===== src/rtl/pipe_stage_skid.sv =====
// Pipeline stage register with a one-entry skid buffer, registered in_ready,
// bubble insertion on in_clear and a synchronous flush on Req.
module pipe_stage_skid #(
    parameter int          DATA_W    = 128,
    parameter logic [31:0] PC_RESET  = 32'h0000_3000,
    parameter logic [4:0]  CODE_NONE = 5'd0
) (
    input  logic              clk,
    input  logic              reset,
    input  logic              Req,
    input  logic              in_valid,
    output logic              in_ready,
    input  logic              in_clear,
    input  logic [31:0]       in_pc,
    input  logic              in_bd,
    input  logic [4:0]        in_exc,
    input  logic [DATA_W-1:0] in_data,
    output logic              out_valid,
    input  logic              out_ready,
    output logic              out_bubble,
    output logic [31:0]       out_pc,
    output logic              out_bd,
    output logic [4:0]        out_exc,
    output logic [DATA_W-1:0] out_data,
    output logic [1:0]        occupancy
);

    typedef struct packed {
        logic              valid;
        logic              bubble;
        logic [31:0]       pc;
        logic              bd;
        logic [4:0]        exc;
        logic [DATA_W-1:0] data;
    } ent_t;

    ent_t r_m, r_s;
    ent_t w_m_nxt, w_s_nxt, w_in;
    logic r_in_ready;
    logic w_in_xfer, w_out_xfer;

    assign w_in_xfer  = in_valid && r_in_ready;
    assign w_out_xfer = r_m.valid && out_ready;

    // A cleared entry keeps pc/bd so exception reporting still has a valid PC.
    always_comb begin
        w_in.valid  = 1'b1;
        w_in.bubble = in_clear;
        w_in.pc     = in_pc;
        w_in.bd     = in_bd;
        w_in.exc    = in_clear ? CODE_NONE : in_exc;
        w_in.data   = in_clear ? '0 : in_data;
    end

    always_comb begin
        w_m_nxt = r_m;
        w_s_nxt = r_s;
        if (!r_m.valid || w_out_xfer) begin
            if (r_s.valid) begin
                w_m_nxt = r_s;
                if (w_in_xfer) w_s_nxt = w_in;
                else           w_s_nxt.valid = 1'b0;
            end else if (w_in_xfer) begin
                w_m_nxt = w_in;
            end else begin
                // Empty main keeps pc/bd/data visible but reports no exception.
                w_m_nxt.valid  = 1'b0;
                w_m_nxt.bubble = 1'b0;
                w_m_nxt.exc    = CODE_NONE;
            end
        end else if (w_in_xfer) begin
            w_s_nxt = w_in;
        end
    end

    always_ff @(posedge clk) begin
        if (reset || Req) begin
            r_m.valid  <= 1'b0;
            r_m.bubble <= 1'b0;
            r_m.pc     <= PC_RESET;
            r_m.bd     <= 1'b0;
            r_m.exc    <= CODE_NONE;
            r_m.data   <= '0;
            r_s        <= '0;
            r_in_ready <= 1'b1;
        end else begin
            r_m        <= w_m_nxt;
            r_s        <= w_s_nxt;
            r_in_ready <= !w_s_nxt.valid;
        end
    end

    assign in_ready   = r_in_ready;
    assign out_valid  = r_m.valid;
    assign out_bubble = r_m.bubble;
    assign out_pc     = r_m.pc;
    assign out_bd     = r_m.bd;
    assign out_exc    = r_m.exc;
    assign out_data   = r_m.data;
    assign occupancy  = {1'b0, r_m.valid} + {1'b0, r_s.valid};

endmodule


===== config.mk =====
export PLATFORM = sky130hd
export DESIGN_NAME = pipe_stage_skid
export DESIGN_NICKNAME = d
export VERILOG_FILES = /design/src/rtl/pipe_stage_skid.sv
export SDC_FILE = /design/constraint.sdc
export NUM_CORES = 1
export LEC_CHECK = 0
export CAP_MARGIN = 10
export CORE_ASPECT_RATIO = 1.2
export CORE_MARGIN = 2
export CORE_UTILIZATION = 51
export DETAILED_ROUTE_END_ITERATION = 6
export GPL_ROUTABILITY_DRIVEN = 0
export GPL_TIMING_DRIVEN = 0
export PLACE_DENSITY = 0.81
export SETUP_SLACK_MARGIN = 0.15
export SYNTH_ARGS = -nofsm -noshare
export SYNTH_HDL_FRONTEND = slang
export SYNTH_SLANG_ARGS = --single-unit

===== constraint.sdc =====
create_clock -name clk -period 1.6 [get_ports clk]
set_clock_uncertainty 0.1 [all_clocks]
set_input_delay 0.32 -clock clk [delete_from_list [all_inputs] [get_ports clk]]
set_output_delay 0.32 -clock clk [all_outputs]
set_load 0.005 [all_outputs]

* Yosys cells after proc, flatten, opt, wreduce, memory -nomap -nowiden
Cells that the tools add are included.
Word-level totals: bits in registers 337, bits in latches 0, RAM bits 0, bits in read-only memories 0, input bits 172, output and inout bits 171, word-level logic and storage cells 36, memories kept 0
Operators by class: add/subtract/negate cells 1, multiply operators 0, divide/modulo/power cells 0, magnitude comparators 0, equal/unequal tests 1, shift operators 0, mux-type cells 12, bitwise operators 0, reductions and logical operators 9
Operators by type and width (number):
- 2-to-1 mux 168 bit | 4
- 2-to-1 mux 128 bit | 2
- 2-to-1 mux 167 bit | 1
- 2-to-1 mux 33 bit | 1
- 2-to-1 mux 5 bit | 2
- AND reduction 2 bit | 2
- adder 1 x 1 -> 2 bit | 1
- logical AND 1 bit | 2
- logical NOT 1 bit | 2
- logical OR 1 bit | 2
- 2-to-1 mux 2 bit | 1
- inequality test 2 bit (second input constant) | 1
- nonzero test 2 bit | 1
- 2-to-1 mux 1 bit | 1

* Logic depth before layout (Yosys ltp)
Gate-level depths: netlist (run 1).
depth in word-level cells 5, mapped depth 7, gate-level depth less buffers 3

* Least setup slack after synthesis (run 1)
OpenSTA, ideal clock, no wires.
path type input to register, from in out_ready, to reg r_s[114] in the netlist's numbering, library setup time 0.072 ns, arrival time 1.327 ns, required time 1.428 ns, slack 0.102 ns, cell stages on the path 6, buffers on the path 3, path through nand2b_1 > buf_2 > a21oi_2 > buf_4 > buf_6 > mux2i_1
On the way: longest elaborated chain between the ends 4, elaborated cells between the ends (all ways) 5, classes of those cells eq/ne: 1; mux: 1; reduce/logical: 3
Ends and longest elaborated chain:
- from (decl) | RTL line 19 | input logic out_ready,
- logical AND 1 bit * | RTL line 43 | assign w_out_xfer = r_m.valid && out_ready;
- logical OR 1 bit * | RTL line 58 | if (!r_m.valid || w_out_xfer) begin
- inequality test 2 bit (no line)
- AND reduction 2 bit (no line)
- to (signal assigned) | RTL line 88 | r_s <= w_s_nxt;
- to (decl) | RTL line 37 | ent_t r_m, r_s;
Every way passes the cells marked *; elsewhere a longest branch is shown, timed or not. A chain may end at the register's enable or synchronous reset.

* Worst setup path in the final report (run 1)
from reg r_s[167] in the netlist's numbering, to reg r_m (netlist bit out_pc[13])
On the way: longest elaborated chain between the ends 2, elaborated cells between the ends (all ways) 3, classes of those cells mux: 1; reduce/logical: 2
Ends and longest elaborated chain:
- nonzero test 2 bit (no line)
- AND reduction 2 bit (no line)
- to (signal assigned) | RTL line 87 | r_m <= w_m_nxt;
- to (decl) | RTL line 37
Parallel ways exist; a longest one is shown, timed or not.

==> flow_metrics.py, run 1 <==
metrics = {
    "setup_path": {
        "ff2ff_path_depth": 6,
        "crit_type": "reg -> reg",
        "worst_r2r_startpoint": "r_s[167]",
        "slowest_delay_ps": 370,
        "worstPathCellList": "buf_6 > a21o_1 > buf_12 > buf_2 > a211oi_2 > a31oi_1",
        "crit_path_end_kind": "register",
        "cp.required_ps": 1870,
        "reg2reg_to": "out_pc[13]",
        "cp_slowest_cell": "dfxtp_4",
        "worstSetupStartpointType": "register",
        "critPathArrivalTime_ps": 2050,
        "cp_max_fo": 10,
        "r2r_slack_ps": -190,
    },
    "grt": {
        "grt_pass1_wl_mm": 79.0,
        "grt_pass1_vias": 15000,
        "track_usage_pct": 30.9,
        "overflow": 0,
        "antenna_found_initial": 8,
        "grt_max_degree": 15,
    },
    "clock_network": {
        "cts.sinks": 337,
        "cts_buffers": 35,
        "clockBufferDepth": 3,
        "cts_tree": "done",
        "clk_pin_slew_ps": 60,
        "clk_latency_ps": 520,
        "cts_hold_repair.buffers": 0,
        "htreeDepth": 2,
        "cts-root-buf": "clkbuf_16",
    },
    "placement": {
        "portBuffers": 341,
        "dp.cells": 2416,
        "placed_area_um2": 19200,
        "hpwl_mm": 34.7,
    },
    "synth": {
        "ys_seq_area_share_pct": 44.1,
        "yosysTopAreaCell": "dfxtp_1",
        "synth.distinct_cells": 27,
        "yosysTopAreaCellShare_pct": 44.1,
        "synthTopCellsByCount": "dfxtp_1 (337), a21oi_1 (289), nand2_1 (207), mux2i_1 (200), a211oi_1 (161)",
        "synth.avg_cell_area_um2": 9.08,
        "synthArstFlopShare_pct": 0,
        "synth-main-ff-cell": "dfxtp_1",
        "synth_fp_nets": 1858,
        "yosysMostFrequentCell": "dfxtp_1",
        "ys_top_cells_by_area": "dfxtp_1 (44%), mux2i_1 (13%), a21oi_1 (9.5%)",
        "yosys_warnings": 0,
        "ys_ff_latch": 337,
        "synth_edf_count": 0,
        "postSynthCellCount": 1685,
        "syn_area_um2": 15300,
    },
    "finish": {
        "areaGrowthSynthToFinish_pct": 45.1,
        "drive_gt1_share_pct": 25.1,
        "fin_area_um2": 22200,
        "fin_nets": 2285,
        "num-fill-cells": 2091,
        "instances_no_fill": 2535,
    },
    "route": {
        "routed_wl_mm": 54.7,
        "drcViolationCount": 0,
        "drt-pass1-iter-count": 5,
        "via_per_inst": 5.99,
        "vias": 15200,
        "ant_nets": 0,
        "drtIter0Drc": 1220,
        "wl_per_cell_um": 21.6,
    },
    "timing": {
        "period_share_pct": 112,
        "setup_violations": 321,
        "rsz0062_at_grt": "true",
        "max_slew_margin_pct": 45.3,
        "layout_min_cycle_time_ps": 1790,
        "max_slew.worst_pin.slew_ps": 820,
        "fin_ws_ps": -190,
        "maxSlewViolCount": 0,
        "clock.fmax_mhz": 559,
        "final_hold_viol_count": 0,
        "hold_ws_ps": 284,
        "finalSetupTns_ps": -26580,
    },
    "min_path": {
        "hold_end": "r_s[150]",
        "hold_depth": 3,
        "hold_start": "in_pc[16]",
        "hp-class": "in -> reg",
    },
    "status": {
        "violations": "negative setup slack",
        "run_status": "complete, but fails checks",
    },
    "run": {
        "drv_cap": 0,
    },
    "power_and_ir_drop": {
        "peakVddDrop_uv": 970,
        "leakagePower_uw": 0.00811,
        "p_total_uw": 20000,
        "p_per_area_nw_per_um2": 900,
    },
    "floorplan": {
        "coreArea_um2": 29600,
        "die_y_um": 194,
        "rows": 69,
        "die_area_um2": 31400,
        "io-pin-count": 343,
        "die_w_um": 162,
        "start_util_pct": 51.7,
    },
}
-- critical path: cells and delay by family, from the launching register on --
family / cells / cell delay [ps]
buf+inv: 3 / 500
compound gates: 3 / 670
flops: 1 / 370
-- final cells by class --
| class | instances | area [um2] | share of cell area [%] |
|---|---|---|---|
| Multi-Input combinational cell | 1156 | 8250 | 37.2 |
| Sequential cell | 337 | 6830 | 30.8 |
| Timing Repair Buffer | 390 | 3770 | 17.0 |
| Buffer | 191 | 1640 | 7.37 |
| Clock buffer | 54 | 1110 | 5.00 |
| Tap cell | 390 | 488 | 2.20 |
| Clock inverter | 9 | 75.1 | 0.338 |
| Antenna cell | 7 | 17.5 | 0.0789 |
| Inverter | 1 | 7.51 | 0.0338 |
-- repair_timing --
item | 4_1_cts | 5_1_grt
pin swaps | 8 | 12
gates cloned | 1 | 22
gates resized for setup | 397 | 435
setup buffers | 20 | 6
setup endpoints to repair | 508 | 508
-- through the flow --
step	util (%)	setup WS [ps]
2_1_floorplan	-	140
3_3_place_gp	64.9	-1140
3_5_place_dp	64.9	-1250
4_1_cts	70.9	-87.1
5_1_grt	74.9	-209
6_report	74.9	-190
-- cell families after synthesis --
| logic type | share of synthesized area [%] |
|---|---|
| fa+ha+maj | 0.0818 |
| flops | 44.1 |
| compound gates | 18.0 |
| simple gates | 18.7 |
| mux | 13.1 |
| buf+inv | 6.01 |
-- state kept, by name, summed over array words and instances, names as in the netlist --
register    count
out_exc         5
in_ready        1
out_data      128
out_valid       1
r_s           168
out_bubble      1
out_pc         32
out_bd          1
-- layout by cell type, fill, tap and decap left out, types with 3 or more instances in the layout --
cell type        synthesis  final
clkbuf_2                 0    101
buf_12                   0     28
nand3b_1               128    128
clkbuf_4                 0     18
a211oi_1               161     97
a21oi_2                  2      3
a21oi_1                289    286
dfxtp_1                337    276
mux2i_1                200    196
nor3b_1                128     84
dfxtp_4                  0      3
nand3_1                  6      6
or2_2                    6      6
clkinvlp_4               0      3
or4_1                    5      5
mux2i_2                  0      4
buf_6                   13     27
clkbuf_8                 0     17
diode_2                  0      7
buf_4                    2     38
clkbuf_16                0     58
clkinv_2                 0      6
buf_8                    0     15
a31oi_1                  8      7
dlygate4sd2_1            0     85
nand2_1                207    206
buf_2                   75     32
a211oi_2                 0     64
nor3b_2                  0     44
clkbuf_1                98     42
clkdlybuf4s50_1          0    167
dfxtp_2                  0     58
nand2b_1                 6      5
-- layer usage --
metal,wire length [um],vias up,part of all wire [%],GRT usage [%]
met4,2850,2,5.2,14.8
li1,-,6937,-,-
met5,13,-,0.024,0
met2,26700,656,49,52.7
met1,21300,7403,39,36.8
met3,3820,195,7.0,6.84
-- power breakdown --
part | internal [uW] | switching [uW] | leakage [uW] | total, uW
clock network | 4940 | 3430 | 0.000586 | 8380
registers | 8600 | 120 | 0.00276 | 8720
logic | 1440 | 1440 | 0.00477 | 2880
total | 15000 | 5000 | 0.00811 | 20000
-- worst max path at each step --
stage	startpoint	to	slack, ps	cells past startpoint
6_report	r_s[167]	out_pc[13]	-190	6
3_5_place_dp	Req	r_s[152]	-1250	6
5_1_grt	r_s[167]	out_pc[13]	-210	8
3_3_place_gp	Req	r_s[147]	-1140	6
2_1_floorplan	out_valid	out_exc[1]	140	4
4_1_cts	r_s[167]	occupancy[0]	-90	2
No activity file was read; power rests on OpenSTA's default activity.
==> run 2, diff against run 1 <==
--- a/config.mk
+++ b/config.mk
@@ -11,9 +11,10 @@
 export CORE_UTILIZATION = 51
 export DETAILED_ROUTE_END_ITERATION = 6
 export GPL_ROUTABILITY_DRIVEN = 0
-export GPL_TIMING_DRIVEN = 0
+export GPL_TIMING_DRIVEN = 1
 export PLACE_DENSITY = 0.81
 export SETUP_SLACK_MARGIN = 0.15
 export SYNTH_ARGS = -nofsm -noshare
 export SYNTH_HDL_FRONTEND = slang
 export SYNTH_SLANG_ARGS = --single-unit
+export TNS_END_PERCENT = 30
==> flow_metrics.py, run 2 (synthesized netlist as in run 1, its figures left out) <==
metrics = {
    "timing": {
        "clock.fmax_mhz": 581,
        "layout_min_cycle_time_ps": 1720,
        "max_slew.worst_pin.slew_ps": 486,
        "rsz0062_at_grt": "true",
        "fin_ws_ps": -123,
        "max_slew_margin_pct": 67.6,
        "period_share_pct": 108,
        "maxSlewViolCount": 0,
        "setup_violations": 304,
        "final_hold_viol_count": 0,
    },
    "power_and_ir_drop": {
        "peakVddDrop_uv": 770,
        "power_frac_seq_pct": 43.7,
        "p_int_uw": 15100,
        "p_per_area_nw_per_um2": 902,
        "combPwrFrac_pct": 14.5,
        "leakagePower_uw": 0.00806,
        "p_total_uw": 20000,
        "pwr-share-clk_pct": 41.9,
        "switching_share_pct": 24.5,
        "switchingPower_uw": 4900,
    },
    "route": {
        "vias": 14900,
        "routed_wl_mm": 51.5,
        "drtIter0Drc": 1153,
        "via_per_inst": 5.99,
        "ant_nets": 0,
        "drt-pass1-iter-count": 7,
        "wl_per_cell_um": 20.7,
        "drcViolationCount": 0,
    },
    "setup_path": {
        "worst-path-stages": 9,
        "worstPathCellList": "buf_8 > clkinvlp_4 > buf_6 > a21oi_4 > buf_12 > buf_6 > buf_16 > buf_8 > a211oi_1",
        "cp_slowest_cell": "dfxtp_4",
        "crit_start": "r_s[167]",
        "r2r_slack_ps": -120,
        "slowest_delay_ps": 370,
        "critPathCapture": "out_data[6]",
        "cp.required_ps": 1880,
        "ff2ff_path_depth": 9,
        "critPathTopFamily": "buffers and inverters",
        "worst_r2r_startpoint": "r_s[167]",
        "path_buf_inv": 7,
        "reg2reg_to": "out_data[6]",
        "critPathArrivalTime_ps": 2000,
        "crit_type": "reg -> reg",
        "cp_max_fo": 7,
        "crit_path_end_kind": "register",
        "worstSetupStartpointType": "register",
    },
    "clock_network": {
        "cts_tree": "done",
        "cts-root-buf": "clkbuf_16",
        "cts.sinks": 337,
        "cts_buffers": 35,
        "clockBufferDepth": 3,
        "clk_pin_slew_ps": 60,
        "clk_latency_ps": 500,
        "htreeDepth": 2,
        "cts_hold_repair.buffers": 0,
    },
    "finish": {
        "regMostFlops": "r_s",
        "fin_nets": 2242,
        "areaGrowthSynthToFinish_pct": 44.9,
        "mostFrequentLayoutCells": "a21oi_1 (279), nand2_1 (207), dfxtp_1 (203)",
        "final_util_pct": 74.9,
        "final_common_cell": "a21oi_1",
        "num-fill-cells": 1953,
        "largest_reg_flops": 168,
        "drive_gt1_share_pct": 31.6,
    },
    "floorplan": {
        "io-pin-count": 343,
        "die_w_um": 162,
        "die_area_um2": 31400,
        "rows": 69,
        "start_util_pct": 51.7,
        "die_y_um": 194,
        "coreArea_um2": 29600,
    },
    "grt": {
        "track_usage_pct": 28.4,
        "grt_max_degree": 105,
        "grt_pass1_vias": 14200,
        "overflow": 0,
        "antenna_found_initial": 4,
        "grt_pass1_wl_mm": 73.8,
    },
    "placement": {
        "hpwl_mm": 30.0,
        "portBuffers": 342,
        "pre_cts_slack_ps": -487,
    },
    "min_path": {
        "hold_start": "in_pc[19]",
        "hp-class": "in -> reg",
    },
    "status": {
        "run_status": "complete, but fails checks",
        "violations": "negative setup slack",
    },
    "run": {
        "drv_cap": 0,
    },
}
run 2: cell count changes in the layout (fill, tap and decap cells not counted), sizes merged:
cell	before	now
bufinv	1	3
dlymetal6s2s	2	0
inv	0	1
clkinv	6	9
clkbuf	236	73
bufbuf	1	0
clkinvlp	3	2
diode	7	4
clkdlybuf4s15	2	3
dlygate4sd2	85	13
buf	142	327
clkdlybuf4s50	167	170
run 2: per-stage QoR:
| stage | std cells | setup TNS [ps] | instance area, um2 | hold WS (ps) |
|---|---|---|---|---|
| 2_1_floorplan | 1685 | 0 | 15300 | 334 |
| 6_report | 2488 | -21120 | 22200 | 303 |
| 5_1_grt | 2487 | -35150 | 22200 | 317 |
| 3_5_place_dp | 2355 | -122200 | 20000 | 349 |
| 4_1_cts | 2457 | -9890 | 21100 | 298 |
| 3_3_place_gp | 2355 | -110650 | 20000 | 341 |
run 2: area by class of cell:
class / instances / area, um2 / area share (%)
Multi-Input combinational cell: 1156 / 8210 / 37.0
Clock buffer: 48 / 1030 / 4.63
Inverter: 1 / 7.51 / 0.0339
Clock inverter: 14 / 151 / 0.683
Antenna cell: 4 / 10.0 / 0.0451
Tap cell: 390 / 488 / 2.20
Sequential cell: 337 / 6920 / 31.2
Timing Repair Buffer: 538 / 5360 / 24.2
run 2: power groups by stage:
stage	registers, uW	clock network [uW]	logic (uW)
floorplan	8880	0	1160
global placement	8890	0	2560
detailed placement	8890	0	2610
CTS	8730	8430	2580
global route	8750	8800	3060
finish	8730	8380	2890
run 2: worst min path at each step:
stage | slack [ps] | end | cells after the start
after floorplan | 330 | r_s[133] | 2
after global placement | 340 | r_s[158] | 2
after detailed placement | 350 | r_s[106] | 2
after CTS | 300 | r_s[165] | 3
after global routing | 320 | r_s[50] | 3
final | 300 | r_s[153] | 3
run 2: per-layer routing:
metal  up-vias  global-route usage (%)  routed length [um]
li1       6845                       -                   -
met1      7205                    35.5               20000
met2       700                    48.8               25400
met3       157                    4.47                3600
met4         0                    11.5                2470
met5         -                       0                   0
run 2: worst register-to-register path: cells and delay by family (launching register included):
kind / cells / cell delay, ps
buf+inv: 7 / 910
flops: 1 / 370
compound gates: 2 / 220
run 2: repair_timing:
action | in CTS | in global routing
endpoints found under the hold margin | 0 | 0
endpoints found under the setup margin | 499 | 365
setup buffers | 37 | 6
cloned | 3 | 21
resized for setup | 776 | 139
pin swaps | 3 | 6
